<file path="config.mk">
export PLATFORM = sky130hd
export DESIGN_NAME = sdram_arbiter
export DESIGN_NICKNAME = d
export VERILOG_FILES = /design/src/rtl/sdram_arbiter.sv
export SDC_FILE = /design/constraint.sdc
export NUM_CORES = 1
export LEC_CHECK = 0
export CAP_MARGIN = 20
export CORE_AREA = 2 2 93 184
export CTS_BUF_LIST = sky130_fd_sc_hd__clkbuf_4 sky130_fd_sc_hd__clkbuf_8
export DETAILED_ROUTE_END_ITERATION = 16
export DIE_AREA = 0 0 95 186
export GPL_TIMING_DRIVEN = 1
export PLACE_DENSITY = 0.6
export SLEW_MARGIN = 10
export SYNTH_ARGS = -nofsm -noshare
export SYNTH_HDL_FRONTEND = slang
export SYNTH_SLANG_ARGS = --single-unit
export TNS_END_PERCENT = 30
</file>
<file path="constraint.sdc">
create_clock -name clk -period 1.8 [get_ports clk]
set_input_delay 0.36 -clock clk [delete_from_list [all_inputs] [get_ports clk]]
set_output_delay 0.36 -clock clk [all_outputs]
set_load 0.005 [all_outputs]
</file>
<file path="src/rtl/sdram_arbiter.sv">
// Slot-based arbiter merging ROM download, ULA video and Z80 CPU onto one
// byte-wide SDRAM controller port; every access is held for a full clkref slot.
module sdram_arbiter #(
  parameter int REFRESH_INTERVAL = 96
) (
  input  logic        clk,
  input  logic        init_n,
  input  logic        clkref,
  input  logic        dl_wr,
  input  logic [24:0] dl_addr,
  input  logic [7:0]  dl_data,
  output logic        dl_overrun,
  input  logic        vid_req,
  input  logic [24:0] vid_addr,
  output logic        vid_ack,
  output logic [7:0]  vid_dout,
  input  logic        cpu_req,
  input  logic        cpu_we,
  input  logic [24:0] cpu_addr,
  input  logic [7:0]  cpu_din,
  output logic        cpu_ack,
  output logic [7:0]  cpu_dout,
  output logic [24:0] mem_addr,
  output logic [7:0]  mem_din,
  output logic        mem_oe,
  output logic        mem_we,
  input  logic [7:0]  mem_dout
);

  typedef enum logic [1:0] {OWN_IDLE, OWN_DL, OWN_VID, OWN_CPU} owner_t;

  localparam logic [7:0] REF_LAST = 8'(REFRESH_INTERVAL - 1);

  logic        r_clkref_d;
  owner_t      r_owner;
  logic        r_cpu_wr;
  logic [7:0]  r_refresh_cnt;
  logic        r_dl_full;
  logic [24:0] r_dl_addr;
  logic [7:0]  r_dl_data;
  logic        r_dl_overrun;
  logic        r_vid_ack;
  logic        r_cpu_ack;
  logic [7:0]  r_vid_dout;
  logic [7:0]  r_cpu_dout;
  logic [24:0] r_mem_addr;
  logic [7:0]  r_mem_din;
  logic        r_mem_oe;
  logic        r_mem_we;

  logic   w_slot_start;
  logic   w_dl_drain;
  logic   w_dl_elig;
  logic   w_vid_elig;
  logic   w_cpu_elig;
  owner_t w_next;

  // A client just acked on this slot_start sits out the arbitration at that same edge.
  assign w_slot_start = clkref & ~r_clkref_d;
  assign w_dl_drain   = w_slot_start & (r_owner == OWN_DL);
  assign w_dl_elig    = r_dl_full & (r_owner != OWN_DL);
  assign w_vid_elig   = vid_req & (r_owner != OWN_VID);
  assign w_cpu_elig   = cpu_req & (r_owner != OWN_CPU);

  // Owner of the next slot: forced refresh first, then DL > VID > CPU with CPU behind VID.
  always_comb begin
    w_next = OWN_IDLE;
    if (r_refresh_cnt == REF_LAST) begin
      w_next = OWN_IDLE;
    end else if (w_dl_elig) begin
      w_next = OWN_DL;
    end else if (w_cpu_elig && (r_owner == OWN_VID)) begin
      w_next = OWN_CPU;
    end else if (w_vid_elig) begin
      w_next = OWN_VID;
    end else if (w_cpu_elig) begin
      w_next = OWN_CPU;
    end else begin
      w_next = OWN_IDLE;
    end
  end

  // One-entry download buffer; a strobe landing on the draining edge still fits.
  always_ff @(posedge clk or negedge init_n) begin
    if (!init_n) begin
      r_dl_full    <= 1'b0;
      r_dl_addr    <= 25'd0;
      r_dl_data    <= 8'd0;
      r_dl_overrun <= 1'b0;
    end else if (dl_wr && (!r_dl_full || w_dl_drain)) begin
      r_dl_full <= 1'b1;
      r_dl_addr <= dl_addr;
      r_dl_data <= dl_data;
    end else if (dl_wr) begin
      r_dl_overrun <= 1'b1;
    end else if (w_dl_drain) begin
      r_dl_full <= 1'b0;
    end
  end

  // Slot engine: complete the previous owner, grant the next and drive the controller.
  always_ff @(posedge clk or negedge init_n) begin
    if (!init_n) begin
      r_clkref_d    <= 1'b0;
      r_owner       <= OWN_IDLE;
      r_cpu_wr      <= 1'b0;
      r_refresh_cnt <= 8'd0;
      r_vid_ack     <= 1'b0;
      r_cpu_ack     <= 1'b0;
      r_vid_dout    <= 8'd0;
      r_cpu_dout    <= 8'd0;
      r_mem_addr    <= 25'd0;
      r_mem_din     <= 8'd0;
      r_mem_oe      <= 1'b0;
      r_mem_we      <= 1'b0;
    end else begin
      r_clkref_d <= clkref;
      r_vid_ack  <= 1'b0;
      r_cpu_ack  <= 1'b0;
      if (w_slot_start) begin
        case (r_owner)
          OWN_VID: begin
            r_vid_dout <= mem_dout;
            r_vid_ack  <= 1'b1;
          end
          OWN_CPU: begin
            if (!r_cpu_wr) begin
              r_cpu_dout <= mem_dout;
            end
            r_cpu_ack <= 1'b1;
          end
          default: ;
        endcase
        r_owner  <= w_next;
        r_mem_oe <= 1'b0;
        r_mem_we <= 1'b0;
        case (w_next)
          OWN_DL: begin
            r_mem_we   <= 1'b1;
            r_mem_addr <= r_dl_addr;
            r_mem_din  <= r_dl_data;
          end
          OWN_VID: begin
            r_mem_oe   <= 1'b1;
            r_mem_addr <= vid_addr;
          end
          OWN_CPU: begin
            r_cpu_wr   <= cpu_we;
            r_mem_oe   <= ~cpu_we;
            r_mem_we   <= cpu_we;
            r_mem_addr <= cpu_addr;
            if (cpu_we) begin
              r_mem_din <= cpu_din;
            end
          end
          default: ;
        endcase
        r_refresh_cnt <= (w_next == OWN_IDLE) ? 8'd0 : (r_refresh_cnt + 8'd1);
      end
    end
  end

  assign dl_overrun = r_dl_overrun;
  assign vid_ack    = r_vid_ack;
  assign vid_dout   = r_vid_dout;
  assign cpu_ack    = r_cpu_ack;
  assign cpu_dout   = r_cpu_dout;
  assign mem_addr   = r_mem_addr;
  assign mem_din    = r_mem_din;
  assign mem_oe     = r_mem_oe;
  assign mem_we     = r_mem_we;

endmodule

</file>
==> qor.yml, run 1 <==
grt_pass1_wl_mm: 23.9
pre_cts_slack_ns: -0.544
maxCapViolations: 0
syn_inst: 428
worstSetupEndpointType: "flop"
dp_cells: 806
synth.area.top_cells: "dfrtp_1 (53%), mux2_2 (12%), nand4_1 (3.9%), a21oi_1 (3.5%), a221oi_1 (2.8%)"
ys_seq_area_share_pct: 52.5
synthFlopType: "dfrtp_1"
ys_seq_elements: 100
fin_skew_ns: 0.0151
crit_type: "flop to flop"
max_freq_ghz: 0.540
clock-sinks: 100
cts.path.max_buffers: 2
grt.total_usage_pct: 18.0
wire_per_inst_um: 19.0
synth_area_per_cell_um2: 11.1
yosys.area.top_type_share_pct: 52.5
gp_congestion: 0.872
crit_path_max_fanout: 6
rr_worst_depth: 7
cts_made_buffers: 9
tritoncts: "yes"
hold_viol_final: 0
layout_setup_ws_ns: -0.0522
critPathLaunchType: "flop"
rsz0062_at_grt: "true"
final_nets: 732
synth_nets: 535
fin_hold_ws_ns: 0.432
period_needed_ns: 1.85
arrival_ns: 2.11
area_growth_pct: 57.6
powerDensity_nw_per_um2: 1240
yosys.area_share.simple_pct: 12.2
setup_viol: 14
utilization_pct: 46.2
tightest_slew_ns: 0.447
drc_errors: 0
via_per_inst: 5.11
yosys-top-cells-count: "dfrtp_1 (100), mux2_2 (49), a21oi_1 (33)"
drv_slew: 0
h-tree-depth: 3
synthMuxAreaShare_pct: 12.2
violations: "setup timing"
die_area_um2: 17700
grt_max_degree: 40
outcome: "finished, violations left"
synthDistinctLibCells: 48
vdd_ir_drop_max_mv: 0.444
yosysWarningCount: 0
synth_adder_area_share_pct: 0.263
layout-drive-gt1-share_pct: 29.0
grt_overflow_total: 0
coreArea_um2: 16300
min_path_type: "input pin to async pin"
drtIter0Drc: 177
clock_latency_ns: 0.38
drtPass1Iterations: 4
die_w_um: 95
synth_top_family_by_area: "compound AO/OA/AOI/OAI gates"
worstReg2RegStart: "r_refresh_cnt[1]"
synth_xor_area_share_pct: 0.184
port_buffers: 159
initial_core_util_pct: 29.3
antenna_found_initial: 2
num_vias: 4273
rows: 66
die_y_um: 186
post-dp-hpwl_mm: 12.1
final_cells: 836
synthArstFlopShare_pct: 100
grt_pass1_vias: 4640
synth_compound_area_share_pct: 17.7
antenna_left: 0
post-synth-top-count-cell: "dfrtp_1"
ctsRootBufferMaster: "clkbuf_8"
synth_edf_count: 0
slew_headroom_pct: 70.0
yosys.area.top_type: "dfrtp_1"
cp.required_ns: 2.06
p_leak_nw: 2.98
wl_mm: 15.9
rr_endpoint: "mem_addr[13]"
reg2reg_slack_ns: -0.05
finalCritPeriodShare_pct: 103
netlist_area_um2: 4760
clkTransAtPathRegs_ns: 0.11
boundaryPins: 160
## final cells by class
| type | instances | area (um2) |
|---|---|---|
| antenna | 2 | 5.00 |
| clock buffer | 10 | 131 |
| clock inverter | 6 | 48.8 |
| fill | 1482 | 8760 |
| inverter | 12 | 45.0 |
| multi-input combinational | 280 | 2290 |
| sequential | 100 | 2510 |
| tap | 204 | 255 |
| timing repair buffer | 222 | 2220 |
## logic make-up after synthesis
family          count (synthesis)
compound gates                113
simple gates                  113
flops                         100
mux                            52
buf+inv                        48
xor+xnor                        1
fa+ha+maj                       1
## what timing repair did
action | CTS | global route
resized for setup | 18 | 38
setup buffers | 2 | 8
hold endpoints to repair | 25 | 0
cloned | 0 | 1
hold buffers | 1 | 0
setup endpoints to repair | 39 | 73
pin swaps | 1 | 31
## report_power, final
| part | leakage, nW | switching (mW) | internal, mW |
|---|---|---|---|
| Clock | 0.0882 | 0.825 | 0.533 |
| Combinational | 1.72 | 1.60 | 2.41 |
| Sequential | 1.18 | 0.697 | 3.22 |
## worst max-delay path: stages, from the launching register on
cell       delay (ns)
dfrtp_1          0.40
ha_2             0.20
and4_4           0.20
a31oi_4          0.24
nand3_4          0.15
clkbuf_16        0.20
a221oi_2         0.26
a21oi_1          0.09
## how the worst max path moves through the flow
| stage | from | to | slack, ns | cells past startpoint |
|---|---|---|---|---|
| finish | r_refresh_cnt[1] | mem_addr[13] | -0.05 | 7 |
| global route | r_dl_full | mem_addr[1] | -0.13 | 6 |
| CTS | r_refresh_cnt[0] | mem_addr[21] | -0.01 | 7 |
| detailed placement | cpu_req | mem_addr[2] | -0.54 | 6 |
| global placement | vid_req | mem_din[5] | -0.45 | 7 |
| floorplan | r_refresh_cnt[0] | mem_din[6] | -0.004 | 7 |
## metrics by stage
stage                     TNS (ns)  total power, mW  area [um2]
after floorplan           -0.00367             5.42        4780
after global placement      -28.65             7.55        6940
after detailed placement    -32.62             7.67        6940
after CTS                  -0.0272             9.13        7220
after global routing         -2.92             9.89        7510
final                       -0.296             9.29        7510
## layer usage
metal | part of all wire (%) | track usage (%) | vias to the layer above
li1 | - | - | 1996
met1 | 33 | 17.4 | 2094
met2 | 58 | 34.9 | 135
met3 | 3.1 | 2.27 | 48
met4 | 5.3 | 11.0 | 0
met5 | 0 | 0 | -
## flip-flops by register name, indices dropped and copies added, names as in the netlist
register and cells:
mem_addr 25, r_dl_addr 25, cpu_dout 8, mem_din 8, r_dl_data 8, r_refresh_cnt 8
vid_dout 8, r_owner 2, cpu_ack 1, dl_overrun 1, mem_oe 1, mem_we 1
r_clkref_d 1, r_cpu_wr 1, r_dl_full 1, vid_ack 1
## cell usage in the layout (no fill, tap or decap), types with 3 or more instances in the layout
cell and n:
o31ai_2 6, mux2_2 49, a221oi_4 3, nor2_1 31, buf_12 10, nand2_1 19
buf_6 5, a31o_2 3, a21oi_1 29, dfrtp_2 3, nand2b_1 6, and2_0 3
inv_1 12, nand3_1 5, dfrtp_1 97, nor2b_1 3, nand4_1 30, o21ai_0 4
buf_4 47, a21oi_2 4, mux2i_1 3, a311oi_1 6, clkdlybuf4s50_1 156, a221oi_2 12
clkbuf_8 9, o31ai_1 8, a31oi_1 13
No activity file was read; power rests on OpenSTA's default activity.
==> run 2: changes to the inputs <==
- CORE_AREA: 2 2 93 184 -> 2 2 130 132
- CTS_CLUSTER_DIAMETER: default -> 50
- DIE_AREA: 0 0 95 186 -> 0 0 132 134
- PLACE_DENSITY: 0.6 -> 0.61
==> qor.yml, run 2 (synthesized netlist as in run 1, its figures left out) <==
outcome: "finished, violations left"
violations: "setup timing"
clockPowerShare_pct: 14.0  # -0.6 points
internal_power_mw: 6.31  # +2.4%
fin_skew_ns: 0.0142  # -0.000969 ns
pwr-share-comb_pct: 44.7  # +1.5 points
crit_path_max_fanout: 7  # +1
wl_mm: 15.4  # -3.5%
ctsRootBufferMaster: "clkbuf_8"
boundaryPins: 160  # unchanged
coreArea_um2: 16300  # +0.13%
vdd_ir_drop_max_mv: 0.428  # -3.6%
die_y_um: 134  # -28%
rows: 47  # -29%
die_area_um2: 17700  # +0.10%
cts.path.max_buffers: 2  # unchanged
post-dp-hpwl_mm: 11.0  # -9.7%
final_nets: 737  # +0.68%
drv_slew: 0  # unchanged
initial_core_util_pct: 29.2  # -0.038 points
drtIter0Drc: 201  # +14%
min_path_type: "flop to flop"
clkTransAtPathRegs_ns: 0.09  # -0.02 ns
grt.total_usage_pct: 17.2  # -0.87 points
gp_congestion: 0.823  # -5.6%
mostFrequentLayoutCells: "clkdlybuf4s50_1 (156), dfrtp_1 (99), mux2_2 (49)"
hold_viol_final: 0  # unchanged
fillers: 1488  # +0.40%
powerDensity_nw_per_um2: 1230  # -0.93%
drc_errors: 0  # unchanged
final_cells: 855  # +2.3%
clock_latency_ns: 0.37  # about the same
cts_made_buffers: 9  # unchanged
worstSetupEndpointType: "flop"
reg2reg_slack_ns: -0.08  # -0.03 ns
die_w_um: 132  # +39%
final_common_cell: "clkdlybuf4s50_1"
crit_type: "flop to flop"
cp.required_ns: 2.08  # +0.02 ns
finalCritPeriodShare_pct: 104  # +1.5 points
max_freq_ghz: 0.532  # -1.4%
layout-drive-gt1-share_pct: 29.1  # +0.086 points
wire_per_inst_um: 18.0  # -5.6%
arrival_ns: 2.15  # +0.04 ns
grt_overflow_total: 0  # unchanged
tritoncts: "yes"
dp_cells: 825  # +2.4%
grt_max_degree: 37  # -7.5%
grt_pass1_vias: 4570  # -1.5%
h-tree-depth: 3  # unchanged
critPathLaunchType: "flop"
layout_setup_ws_ns: -0.0786  # -0.0264 ns
antenna_found_initial: 0  # -2
slew_headroom_pct: 57.2  # -13 points
rsz0062_at_grt: "true"
port_buffers: 159  # unchanged
clock-sinks: 100  # unchanged
setup_viol: 22  # +8
antenna_left: 0  # unchanged
via_per_inst: 5.12  # +0.23%
num_vias: 4380  # +2.5%
tightest_slew_ns: 0.635  # +0.188 ns
drtPass1Iterations: 4  # unchanged
period_needed_ns: 1.88  # +0.0264 ns
maxCapViolations: 0  # unchanged
pwr-share-seq_pct: 41.2  # -1.0 points
utilization_pct: 46.9  # +0.72 points
p_leak_nw: 3.03  # +1.7%
grt_pass1_wl_mm: 23.9  # unchanged
num_antenna_cells: 0  # -2
area_growth_pct: 60.3
swShare_pct: 32.6  # -1.1 points
p_switching_mw: 3.05  # -2.5%
-- run 2: final timing paths --
path | from | to | depth (start not counted)
min | dl_overrun | dl_overrun | 1
max reg2reg | r_owner[1] | mem_din[2] | 8
min reg2reg | dl_overrun | dl_overrun | 1
max in group asynchronous | init_n | r_dl_addr[24] | 3
max | r_owner[1] | mem_din[2] | 8
min in group asynchronous | init_n | vid_ack | 2
-- run 2: power groups by stage --
stage	Clock, mW	Combinational [mW]	Sequential, mW
4_1_cts	1.37	3.97	3.84
2_1_floorplan	0	1.68	3.75
3_5_place_dp	0	3.81	3.85
6_report	1.31	4.19	3.86
5_1_grt	1.46	4.49	3.98
3_3_place_gp	0	3.70	3.82
-- run 2: area by class of cell --
| type | instances | area [um2] | area share (%) |
|---|---|---|---|
| sequential | 100 | 2500 | 32.8 |
| clock buffer | 11 | 145 | 1.90 |
| inverter | 12 | 45.0 | 0.590 |
| multi-input combinational | 280 | 2300 | 30.2 |
| tap | 220 | 275 | 3.61 |
| timing repair buffer | 227 | 2330 | 30.6 |
| clock inverter | 5 | 27.5 | 0.361 |
-- run 2: worst max-delay path, stage by stage, from the launching register on --
cell and delay (ns):
dfrtp_2 0.45, buf_6 0.14, buf_4 0.15, o221a_4 0.25, a311oi_4 0.28, buf_6 0.17
buf_12 0.11, nor2_1 0.04, a31oi_1 0.19
-- run 2: through the flow --
| step | hold slack [ns] | setup slack [ns] | total power, mW | instance area (um2) | setup TNS [ns] |
|---|---|---|---|---|---|
| final | 0.481 | -0.0786 | 9.36 | 7630 | -0.465 |
| after global routing | 0.513 | -0.147 | 9.94 | 7630 | -4.11 |
| after CTS | 0.487 | -0.0498 | 9.17 | 7350 | -0.690 |
| after detailed placement | 0.361 | -0.782 | 7.65 | 6990 | -38.23 |
| after global placement | 0.354 | -0.660 | 7.51 | 6990 | -34.09 |
| after floorplan | 0.0644 | -0.00367 | 5.42 | 4780 | -0.00367 |
-- run 2: repair_timing --
item | in CTS | in global routing
gates resized for setup | 31 | 36
pin swaps | 11 | 5
hold endpoints to repair | 32 | 0
hold buffers | 1 | 0
setup buffers | 7 | 4
gates cloned | 0 | 2
setup endpoints to repair | 37 | 40
-- run 2: layer usage --
layer | up-vias | global-route usage, % | wire length, um
li1 | 1995 | - | -
met3 | 25 | 3.74 | 896
met4 | 0 | 6.58 | 320
met2 | 168 | 29.7 | 7720
met5 | - | 0 | 0
met1 | 2192 | 21.0 | 6440
==> run 3: changes to the inputs <==
- RECOVER_POWER: default -> 100
- SKIP_LAST_GASP: default -> 1
==> qor.yml, run 3 (synthesized netlist as in run 1, its figures left out) <==
maxCapViolations: 0  # unchanged
finalSetupTns_ns: -0.886  # -0.421 ns
antenna_left: 0  # unchanged
hold_viol_final: 0  # unchanged
vdd_ir_drop_max_mv: 0.429  # about the same
final_nets: 738  # +0.14%
pwr-share-comb_pct: 43.7  # -1.0 points
coreArea_um2: 16300  # unchanged
drtPass1Iterations: 4  # unchanged
mostFrequentLayoutCells: "clkdlybuf4s50_1 (102), dfrtp_1 (99), dlygate4sd3_1 (55)"
pwr-share-seq_pct: 41.8  # +0.6 points
gp_congestion: 0.823  # unchanged
rr_worst_depth: 7  # -1
crit_path_max_fanout: 6  # -1
p_leak_nw: 3.04  # +0.34%
tightest_slew_ns: 0.912  # +0.277 ns
arrival_ns: 2.16  # about the same
grt_max_degree: 37  # unchanged
layout-drive-gt1-share_pct: 28.8  # -0.36 points
min_path_cells: 1  # unchanged
num_antenna_cells: 0  # unchanged
fin_skew_ns: 0.0139  # -0.000253 ns
area_growth_pct: 59.8
die_w_um: 132  # unchanged
die_area_um2: 17700  # unchanged
internal_power_mw: 6.12  # -3.0%
grt.total_usage_pct: 17.2  # unchanged
clkTransAtPathRegs_ns: 0.09  # about the same
final_common_cell: "clkdlybuf4s50_1"
worstReg2RegStart: "r_refresh_cnt[1]"
reg2reg_slack_ns: -0.05  # +0.03 ns
h-tree-depth: 3  # unchanged
worstSetupEndpoint: "mem_din[2]"
initial_core_util_pct: 29.2  # unchanged
swShare_pct: 33.1  # +0.57 points
outcome: "finished, violations left"
die_y_um: 134  # unchanged
powerDensity_nw_per_um2: 1200  # -1.9%
fin_hold_ws_ns: 0.478  # -0.00285 ns
worstSetupEndpointType: "flop"
clock-sinks: 100  # unchanged
via_per_inst: 5.14  # +0.32%
critPathLaunchType: "input pin"
cts_made_buffers: 9  # unchanged
ctsRootBufferMaster: "clkbuf_8"
num_vias: 4399  # +0.43%
port_buffers: 159  # unchanged
clock_latency_ns: 0.37  # about the same
grt_pass1_wl_mm: 23.9  # about the same
setup_viol: 29  # +32%
drc_errors: 0  # unchanged
crit_start: "clkref"
finalCritPeriodShare_pct: 104  # about the same
antenna_found_initial: 0  # unchanged
cts.path.max_buffers: 2  # unchanged
wl_mm: 15.4  # +0.12%
p_switching_mw: 3.03  # -0.49%
drv_slew: 0  # unchanged
grt_pass1_vias: 4573  # +0.066%
post-dp-hpwl_mm: 11.0  # unchanged
wire_per_inst_um: 18.0  # about the same
rows: 47  # unchanged
slew_headroom_pct: 39.2  # -18 points
grt_overflow_total: 0  # unchanged
period_needed_ns: 1.88  # -0.00151 ns
drtIter0Drc: 186  # -7.5%
violations: "setup timing"
rsz0062_at_grt: "true"
tritoncts: "yes"
rr_endpoint: "mem_addr[6]"
clockPowerShare_pct: 14.4  # +0.4 points
layout_setup_ws_ns: -0.0771  # +0.00151 ns
min_path_type: "flop to flop"
max_freq_ghz: 0.533  # about the same
boundaryPins: 160  # unchanged
crit_type: "input pin to flop"
cp.required_ns: 2.09  # about the same
## run 3: worst max-delay path: stages
cell and delay [ns]:
dlygate4sd3_1 0.57, nand2b_2 0.14, buf_4 0.18, a31o_4 0.21, a311oi_4 0.22, buf_6 0.17, buf_12 0.11, nor2_1 0.04
a31oi_1 0.16
## run 3: metal layers
| metal | global-route usage, % | vias up | wire length (um) |
|---|---|---|---|
| li1 | - | 1998 | - |
| met3 | 3.74 | 28 | 877 |
| met5 | 0 | - | 0 |
| met2 | 29.8 | 149 | 7780 |
| met1 | 20.9 | 2224 | 6390 |
| met4 | 6.58 | 0 | 351 |
## run 3: cell type report
type                            count  area [um2]
Clock inverter                      5        27.5
Tap cell                          220         275
Multi-Input combinational cell    280        2290
Clock buffer                       11         145
Inverter                           12        45.0
Timing Repair Buffer              228        2330
Sequential cell                   100        2500
Fill cell                        1491        8680
## run 3: per-stage QoR
| step | total power, mW | cell area [um2] | util, % | std cells | worst slack, ns |
|---|---|---|---|---|---|
| floorplan | 5.42 | 4780 | - | 428 | -0.00367 |
| finish | 9.15 | 7610 | 46.7 | 856 | -0.0771 |
| global placement | 7.51 | 6990 | 42.9 | 825 | -0.660 |
| detailed placement | 7.65 | 6990 | 42.9 | 825 | -0.782 |
| global route | 9.73 | 7610 | 46.7 | 856 | -0.146 |
| CTS | 9.17 | 7350 | 45.1 | 849 | -0.0498 |
## run 3: how the worst min path moves through the flow
| stage | from | end | slack (ns) |
|---|---|---|---|
| detailed placement | init_n | vid_ack | 0.36 |
| finish | mem_we | mem_we | 0.48 |
| global placement | init_n | vid_ack | 0.35 |
| global route | dl_overrun | dl_overrun | 0.51 |
| floorplan | init_n | cpu_ack | 0.06 |
| CTS | init_n | vid_ack | 0.49 |
## run 3: power groups by stage
stage / clock network, mW / registers [mW] / logic [mW]
after floorplan: 0 / 3.75 / 1.68
after detailed placement: 0 / 3.85 / 3.81
after global routing: 1.46 / 3.96 / 4.31
final: 1.32 / 3.83 / 4.00
after global placement: 0 / 3.82 / 3.70
after CTS: 1.37 / 3.83 / 3.96
## run 3: timing repair
item,4_1_cts,5_1_grt
setup buffers,7,4
endpoints found under the hold margin,32,0
gates resized for setup,30,32
endpoints found under the setup margin,37,40
hold buffers,1,0
gates cloned,0,3
pin swaps,5,7
